## config.mk

```make
export PLATFORM = sky130hd
export DESIGN_NAME = serial_subtractor
export DESIGN_NICKNAME = d
export VERILOG_FILES = /design/src/rtl/serial_subtractor_pkg.sv /design/src/rtl/serial_subtractor_full_sub.sv /design/src/rtl/serial_subtractor.sv
export SDC_FILE = /design/constraint.sdc
export NUM_CORES = 1
export LEC_CHECK = 0
export ABC_AREA = 0
export CORE_MARGIN = 5
export CORE_UTILIZATION = 40
export DETAILED_ROUTE_END_ITERATION = 6
export PLACE_DENSITY_LB_ADDON = 0.08
export SLEW_MARGIN = 20
export SYNTH_ARGS = -nofsm -noshare
export SYNTH_HDL_FRONTEND = slang
export SYNTH_SLANG_ARGS = --single-unit
```

## constraint.sdc

```tcl
create_clock -name clk -period 1.5 [get_ports clk]
set_input_delay 0.225 -clock clk [delete_from_list [all_inputs] [get_ports clk]]
set_output_delay 0.225 -clock clk [all_outputs]
set_load 0.005 [all_outputs]
```

## src/rtl/serial_subtractor_pkg.sv

```systemverilog
// Shared definitions for the bit-serial subtractor: FSM state encoding and
// the helper that sizes the bit counter.
package serial_subtractor_pkg;

    typedef enum logic [1:0] {
        IDLE = 2'd0,
        RUN  = 2'd1,
        DONE = 2'd2
    } state_e;

    // The counter only ever holds 0..width-1.
    function automatic int cnt_width(input int width);
        return (width > 1) ? $clog2(width) : 1;
    endfunction

endpackage

```

## src/rtl/serial_subtractor_full_sub.sv

```systemverilog
// Single-bit full subtractor: d = x - y - bi, with the borrow produced by that bit.
module full_subtractor (
    input  logic x,
    input  logic y,
    input  logic bi,
    output logic d,
    output logic bo
);

    assign d  = x ^ y ^ bi;
    assign bo = (~x & y) | (~(x ^ y) & bi);

endmodule

```

## src/rtl/serial_subtractor.sv

```systemverilog
// Bit-serial subtractor: computes a - b - bin one bit per clock, LSB first,
// through one full-subtractor cell and a registered borrow.
module serial_subtractor #(
    parameter int WIDTH = 4
) (
    input  logic             clk,
    input  logic             rst,
    input  logic             start,
    input  logic [WIDTH-1:0] a,
    input  logic [WIDTH-1:0] b,
    input  logic             bin,
    output logic             busy,
    output logic             done,
    output logic [WIDTH-1:0] diff,
    output logic             bout,
    output logic             ovf
);

    import serial_subtractor_pkg::*;

    localparam int               CNT_W = cnt_width(WIDTH);
    localparam logic [CNT_W-1:0] LAST  = CNT_W'(WIDTH - 1);

    state_e             state_q;
    logic [WIDTH-1:0]   a_q, b_q, res_q, diff_q;
    logic [CNT_W-1:0]   cnt_q;
    logic               borrow_q, a_msb_q, b_msb_q;
    logic               busy_q, done_q, bout_q, ovf_q;

    logic               cell_d, cell_bo;
    logic [WIDTH-1:0]   res_d;

    full_subtractor u_cell (
        .x  (a_q[0]),
        .y  (b_q[0]),
        .bi (borrow_q),
        .d  (cell_d),
        .bo (cell_bo)
    );

    // NOTE: always_comb assigns every output unconditionally so no latch is inferred.
    always_comb begin
        res_d = {cell_d, res_q[WIDTH-1:1]};
    end

    // NOTE: every state register uses non-blocking assignment so all flops
    // see the pre-edge values of each other, matching the hardware.
    always_ff @(posedge clk) begin
        if (rst) begin
            state_q  <= IDLE;
            a_q      <= '0;
            b_q      <= '0;
            res_q    <= '0;
            cnt_q    <= '0;
            borrow_q <= 1'b0;
            a_msb_q  <= 1'b0;
            b_msb_q  <= 1'b0;
            busy_q   <= 1'b0;
            done_q   <= 1'b0;
            diff_q   <= '0;
            bout_q   <= 1'b0;
            ovf_q    <= 1'b0;
        end else begin
            done_q <= 1'b0;
            case (state_q)
                IDLE: begin
                    if (start) begin
                        a_q      <= a;
                        b_q      <= b;
                        borrow_q <= bin;
                        a_msb_q  <= a[WIDTH-1];
                        b_msb_q  <= b[WIDTH-1];
                        res_q    <= '0;
                        cnt_q    <= '0;
                        busy_q   <= 1'b1;
                        state_q  <= RUN;
                    end
                end
                RUN: begin
                    a_q      <= a_q >> 1;
                    b_q      <= b_q >> 1;
                    res_q    <= res_d;
                    borrow_q <= cell_bo;
                    if (cnt_q == LAST) begin
                        // Last bit is resolved on this edge, so publish from res_d/cell_bo.
                        diff_q  <= res_d;
                        bout_q  <= cell_bo;
                        ovf_q   <= (a_msb_q != b_msb_q) && (res_d[WIDTH-1] != a_msb_q);
                        busy_q  <= 1'b0;
                        done_q  <= 1'b1;
                        state_q <= DONE;
                    end else begin
                        cnt_q <= cnt_q + 1'b1;
                    end
                end
                DONE: begin
                    state_q <= IDLE;
                end
                default: begin
                    busy_q  <= 1'b0;
                    state_q <= IDLE;
                end
            endcase
        end
    end

    assign busy = busy_q;
    assign done = done_q;
    assign diff = diff_q;
    assign bout = bout_q;
    assign ovf  = ovf_q;

endmodule

```

# After elaboration in Yosys (flattened, before gate mapping)

Cells that the tools add are included.

Bits in registers: 27
Word-level logic and storage cells: 59

Add/subtract/negate cells: 1
Eq/ne operators: 8
Multiplexer cells: 18
Bitwise gates (word level): 9
Reduce and logical (&&, ||, !) cells: 10

Operator list:

| cell                                                             | count |
|---|---|
| 4-bit one-hot mux with 2 select lines                            | 3 |
| 4-bit two-way mux                                                | 3 |
| 2-bit two-way mux                                                | 4 |
| 2-bit one-hot mux with 2 select lines                            | 2 |
| 2-bit AND reduction                                              | 4 |
| 2-bit != test (second input constant)                            | 3 |
| 3-bit AND reduction                                              | 2 |
| 2-bit == test (second input constant)                            | 2 |
| 1-bit two-way mux                                                | 4 |
| 1-bit NOT                                                        | 4 |
| 1-bit one-hot mux with 3 select lines                            | 1 |
| 2-bit by 1-bit adder with 2-bit output (second input constant)   | 1 |
| 1-bit bitwise AND                                                | 2 |
| 2-bit by 1-bit == test with 1-bit output (second input constant) | 1 |
| 2-bit logical NOT                                                | 1 |
| 1-bit != test                                                    | 2 |
| 1-bit one-hot mux with 2 select lines                            | 1 |
| 2-bit nonzero test                                               | 1 |
| 2-bit OR reduction                                               | 1 |
| 1-bit XOR                                                        | 2 |
| 1-bit logical AND                                                | 1 |
| 1-bit OR                                                         | 1 |

# Longest topological paths before layout

Word-level depth: 5
Gate-level depth with buffers: 5
Gate-level depth less buffers: 5

# Hierarchy

From an unflattened synthesis, not the netlist that was laid out.

Cell total of the unflattened synthesis: 120
Area total of the unflattened synthesis: 1141.1 sq um

Modules (own cells, without submodules):

| module            | times used | cells each | area each (sq um) |
|---|---|---|---|
| serial_subtractor | 1          | 116        | 1109.8 |
| full_subtractor   | 1          | 4          | 31.3 |

# Least setup slack after synthesis

Ideal clock, no wire load.

Path type: flip-flop to flip-flop
Start point: reg borrow_q
End point: reg ovf_q, in the netlist ovf
Setup time: 0.088 ns
Data arrival time: 1.465 ns
Setup slack: -0.053 ns
Stages on the path, launching flop included: 5
Path buffers: 0
Period minus slack after synthesis: 1.553 ns
Path through: dfxtp_1 > inv_1 > fa_1 > or3b_1 > a311oi_2

Word-level cells in the longest chain between the ends: 3

RTL lines:

| item                   | line                             | text |
|---|---|---|
| start, declared        | serial_subtractor.sv:27          | `logic borrow_q, a_msb_q, b_msb_q;` |
| start signal, assigned | serial_subtractor.sv:70          | `borrow_q <= bin;` |
| start signal, assigned | serial_subtractor.sv:83          | `borrow_q <= cell_bo;` |
| 1-bit XOR              | serial_subtractor_full_sub.sv:10 | `assign d = x ^ y ^ bi;` |
| via cell_d             | serial_subtractor.sv:30          | `logic cell_d, cell_bo;` |
| 1-bit != test          | serial_subtractor.sv:88          | `ovf_q <= (a_msb_q != b_msb_q) && (res_d[WIDTH-1] != a_msb_q);` |
| 1-bit logical AND      | serial_subtractor.sv:88          |  |
| end signal, assigned   | serial_subtractor.sv:88          |  |
| end, declared          | serial_subtractor.sv:28          | `logic busy_q, done_q, bout_q, ovf_q;` |

The timed path passes the listed nets, and every way through them passes these cells.
A chain may end at the register's enable or synchronous reset.

# Worst setup path after layout

Start point: reg b_q[0]
End point: reg ovf_q, in the netlist ovf

Word-level cells in the longest chain between the ends: 4

RTL lines:

| item                   | line                             | text |
|---|---|---|
| start, declared        | serial_subtractor.sv:25          | `logic [WIDTH-1:0] a_q, b_q, res_q, diff_q;` |
| start signal, assigned | serial_subtractor.sv:81          | `b_q <= b_q >> 1;` |
| 1-bit XOR (2 in a row) | serial_subtractor_full_sub.sv:10 |  |
| via cell_d             | serial_subtractor.sv:30          |  |
| 1-bit != test          | serial_subtractor.sv:88          |  |
| 1-bit logical AND      | serial_subtractor.sv:88          |  |

The timed path passes the listed nets, and every way through them passes these cells.

==> flow_metrics.env <==
export IMPL_status="complete, no violations"
export IMPL_drive_above_1_share=0.124
export IMPL_post_dp_hpwl_um=1530
export IMPL_grt_max_degree=27
export IMPL_grt_overflow_total=0
export IMPL_coreArea_sq_um=2710
export IMPL_drt_iter0_drc=10
export IMPL_p_clk_frac=0.237
export IMPL_track_usage=0.115
export IMPL_numClockSinks=26
export IMPL_route_detailed_drc=0
export IMPL_seq_power_share=0.600
export IMPL_async_flop_share=0
export IMPL_port_buffer_count=19
export IMPL_whs_ps=462
export IMPL_power_density_nw_per_um2=914
export IMPL_power_share_switching=0.254
export IMPL_setup_violations=0
export IMPL_hold_viol_final=0
export IMPL_gp_congestion=0.713
export IMPL_ios=20
export IMPL_synth_top_family_by_area="compound AO/OA/AOI/OAI gates"
export IMPL_num_rows=19
export IMPL_reg2reg_from="b_q[0]$_SDFFE_PP0P_"
export IMPL_reg2reg_depth=4
export IMPL_hold_start="diff[3]$_SDFFE_PP0P_"
export IMPL_cts_tree="built"
export IMPL_grt_pass1_wl_um=3700
export IMPL_synthAdderAreaFrac=0.0291
export IMPL_syn_area_sq_um=1120
export IMPL_synthMuxAreaShare=0.0538
export IMPL_cts_root_buf="clkbuf_4"
export IMPL_tns_ps=0
export IMPL_cts_max_level=1
export IMPL_fmax_ghz=0.669
export IMPL_whs_path_depth=2
export IMPL_synthCells=117
export IMPL_max_slew_margin=0.764
export IMPL_hold_class="reg2reg"
export IMPL_grt_setup_unrepaired="yes"
export IMPL_p_sw_w=0.000317
export IMPL_nets=153
export IMPL_tightest_slew_ps=354
export IMPL_synth_edf_count=0
export IMPL_clock_latency_ps=320
export IMPL_yosysSeqAreaShare=0.466
export IMPL_wl_per_cell_um=12.4
export IMPL_finClkSkew_ps=14.9
export IMPL_antenna_found_initial=0
export IMPL_worstSetupPathType="reg2reg"
export IMPL_syn_avg_cell_area_sq_um=9.54
export IMPL_cts_buffers_inserted=3
export IMPL_ys_types=30
export IMPL_dr_pass1_iters=4
export IMPL_area_growth_pct=22.2
export IMPL_min_period_ps=1490
export IMPL_fp_dieH_um=62.8
export IMPL_p_leak_nw=0.497
export IMPL_critical_path_arrival_ps=1740
export IMPL_die_w_um=62.8
export IMPL_dp_slack_ps=-11.9
export IMPL_diodes=0
export IMPL_cp_end_kind="register"
export IMPL_vias_per_cell=5.06
export IMPL_synthSimpleGateAreaFrac=0.182
export IMPL_setup_slack_ps=5.39
export IMPL_yosys_warnings=0
export IMPL_critPathLaunch="b_q[0]$_SDFFE_PP0P_"
export IMPL_p_int_w=0.000929
export IMPL_clockBufferDepth=2
export IMPL_ant_nets=0
export IMPL_vdd_drop_max_mv=0.482
export IMPL_synth_fp_nets=131
export IMPL_ys_flop_type="dfxtp_1"
export IMPL_combPwrFrac=0.163
export IMPL_crit_path_start_kind="register"
export IMPL_start_util=0.412
export IMPL_maxSlewViolCount=0
export IMPL_grt_pass1_vias=832
export IMPL_cts_setup_buffers=0
export IMPL_synthXorXnorAreaFrac=0
export IMPL_dieArea_sq_um=3950
export IMPL_required_ps=1750
export IMPL_path_clk_slew_ps=140
export IMPL_crit_fanout=2
export IMPL_synth_seq_cells=26
export IMPL_wl_um=2090
export IMPL_cap_violations=0
export IMPL_vias=850
export IMPL_synth_compound_area_frac=0.203
export IMPL_p_total_w=0.00125
export IMPL_period_share=0.996
==> metal layers <==
metal,GRT usage,vias up,routed length [um],share of wire
li1,-,453,-,-
met1,0.149,382,1060,0.51
met2,0.183,13,940,0.45
met3,0.0234,2,68,0.033
met4,0.0557,0,18,0.0086
met5,0,-,0,0
==> repair_timing <==
item                                    CTS  global route
endpoints found under the setup margin    1             1
hold buffers                              0             0
gates cloned                              0             0
gates resized for setup                   1             0
pin swaps                                 1             0
==> critical path: stages, from the launching register on <==
cell and delay [ps]:
dfxtp_2 360, inv_2 40, fa_1 480, or3b_1 370, a311oi_2 190
==> synth_stat cells (all sizes together) (2+ instances only) <==
| library cell | number | area, sq um |
|---|---|---|
| a211oi | 8 | 60.1 |
| a21oi | 10 | 50.1 |
| a22oi | 3 | 22.5 |
| a31oi | 2 | 12.5 |
| buf | 7 | 58.8 |
| dfxtp | 26 | 521 |
| inv | 3 | 11.3 |
| mux2i | 6 | 60.1 |
| nand2 | 15 | 56.3 |
| nand2b | 4 | 25.0 |
| nand3b | 3 | 22.5 |
| nor2 | 13 | 53.8 |
| o21ai | 3 | 15.0 |
==> flip-flops by register name, indices dropped and copies added, names as in the netlist <==
name	flops
a_msb_q	1
a_q	4
b_msb_q	1
b_q	4
borrow_q	1
bout	1
busy	1
cnt_q	2
diff	4
done	1
ovf	1
res_q	3
state_q	2
==> cells in the final DEF, fill, tap and decap left out, types with 2 or more instances in the layout <==
master	instances
a21oi_1	10
clkdlybuf4s50_1	19
a22oi_1	3
nand3b_1	3
nor2_1	11
a31oi_1	2
dfxtp_1	25
nand2_1	15
o21ai_0	3
buf_4	5
clkbuf_4	3
nand2b_1	4
nor2_2	2
inv_2	2
a211oi_1	8
mux2i_1	6
==> cells by family after synthesis <==
kind of cell | count (synthesis)
buf+inv | 11
mux | 6
compound gates | 31
simple gates | 41
flops | 26
fa+ha+maj | 2
==> final cells by class <==
| class | count | area (sq um) |
|---|---|---|
| inverter | 3 | 11.3 |
| fill | 279 | 1350 |
| sequential | 26 | 522 |
| multi-input combinational | 80 | 522 |
| tap | 31 | 38.8 |
| clock buffer | 3 | 22.5 |
| timing repair buffer | 25 | 248 |
==> through the flow <==
step                      std cells   util  instance area (sq um)
after global routing            168  0.503                   1360
after detailed placement        165  0.495                   1340
after global placement          165  0.495                   1340
after CTS                       168  0.503                   1360
final                           168  0.503                   1360
after floorplan                 117      -                   1120
==> power groups by stage <==
stage	Combinational (W)	Sequential, W	Clock, W
after CTS	0.000207	0.000748	0.000308
after floorplan	0.000138	0.000758	0
after global routing	0.000227	0.000754	0.000332
after global placement	0.000201	0.000762	0
after detailed placement	0.000206	0.000763	0
final	0.000203	0.000747	0.000295
==> worst paths after layout <==
check | slack, ps | endpoint
hold reg to reg | 460 | diff[3]$_SDFFE_PP0P_
setup reg to reg | 5 | ovf$_SDFFE_PP0P_
setup / recovery | 5 | ovf$_SDFFE_PP0P_
hold / removal | 460 | diff[3]$_SDFFE_PP0P_
No activity file was read; power rests on OpenSTA's default activity.
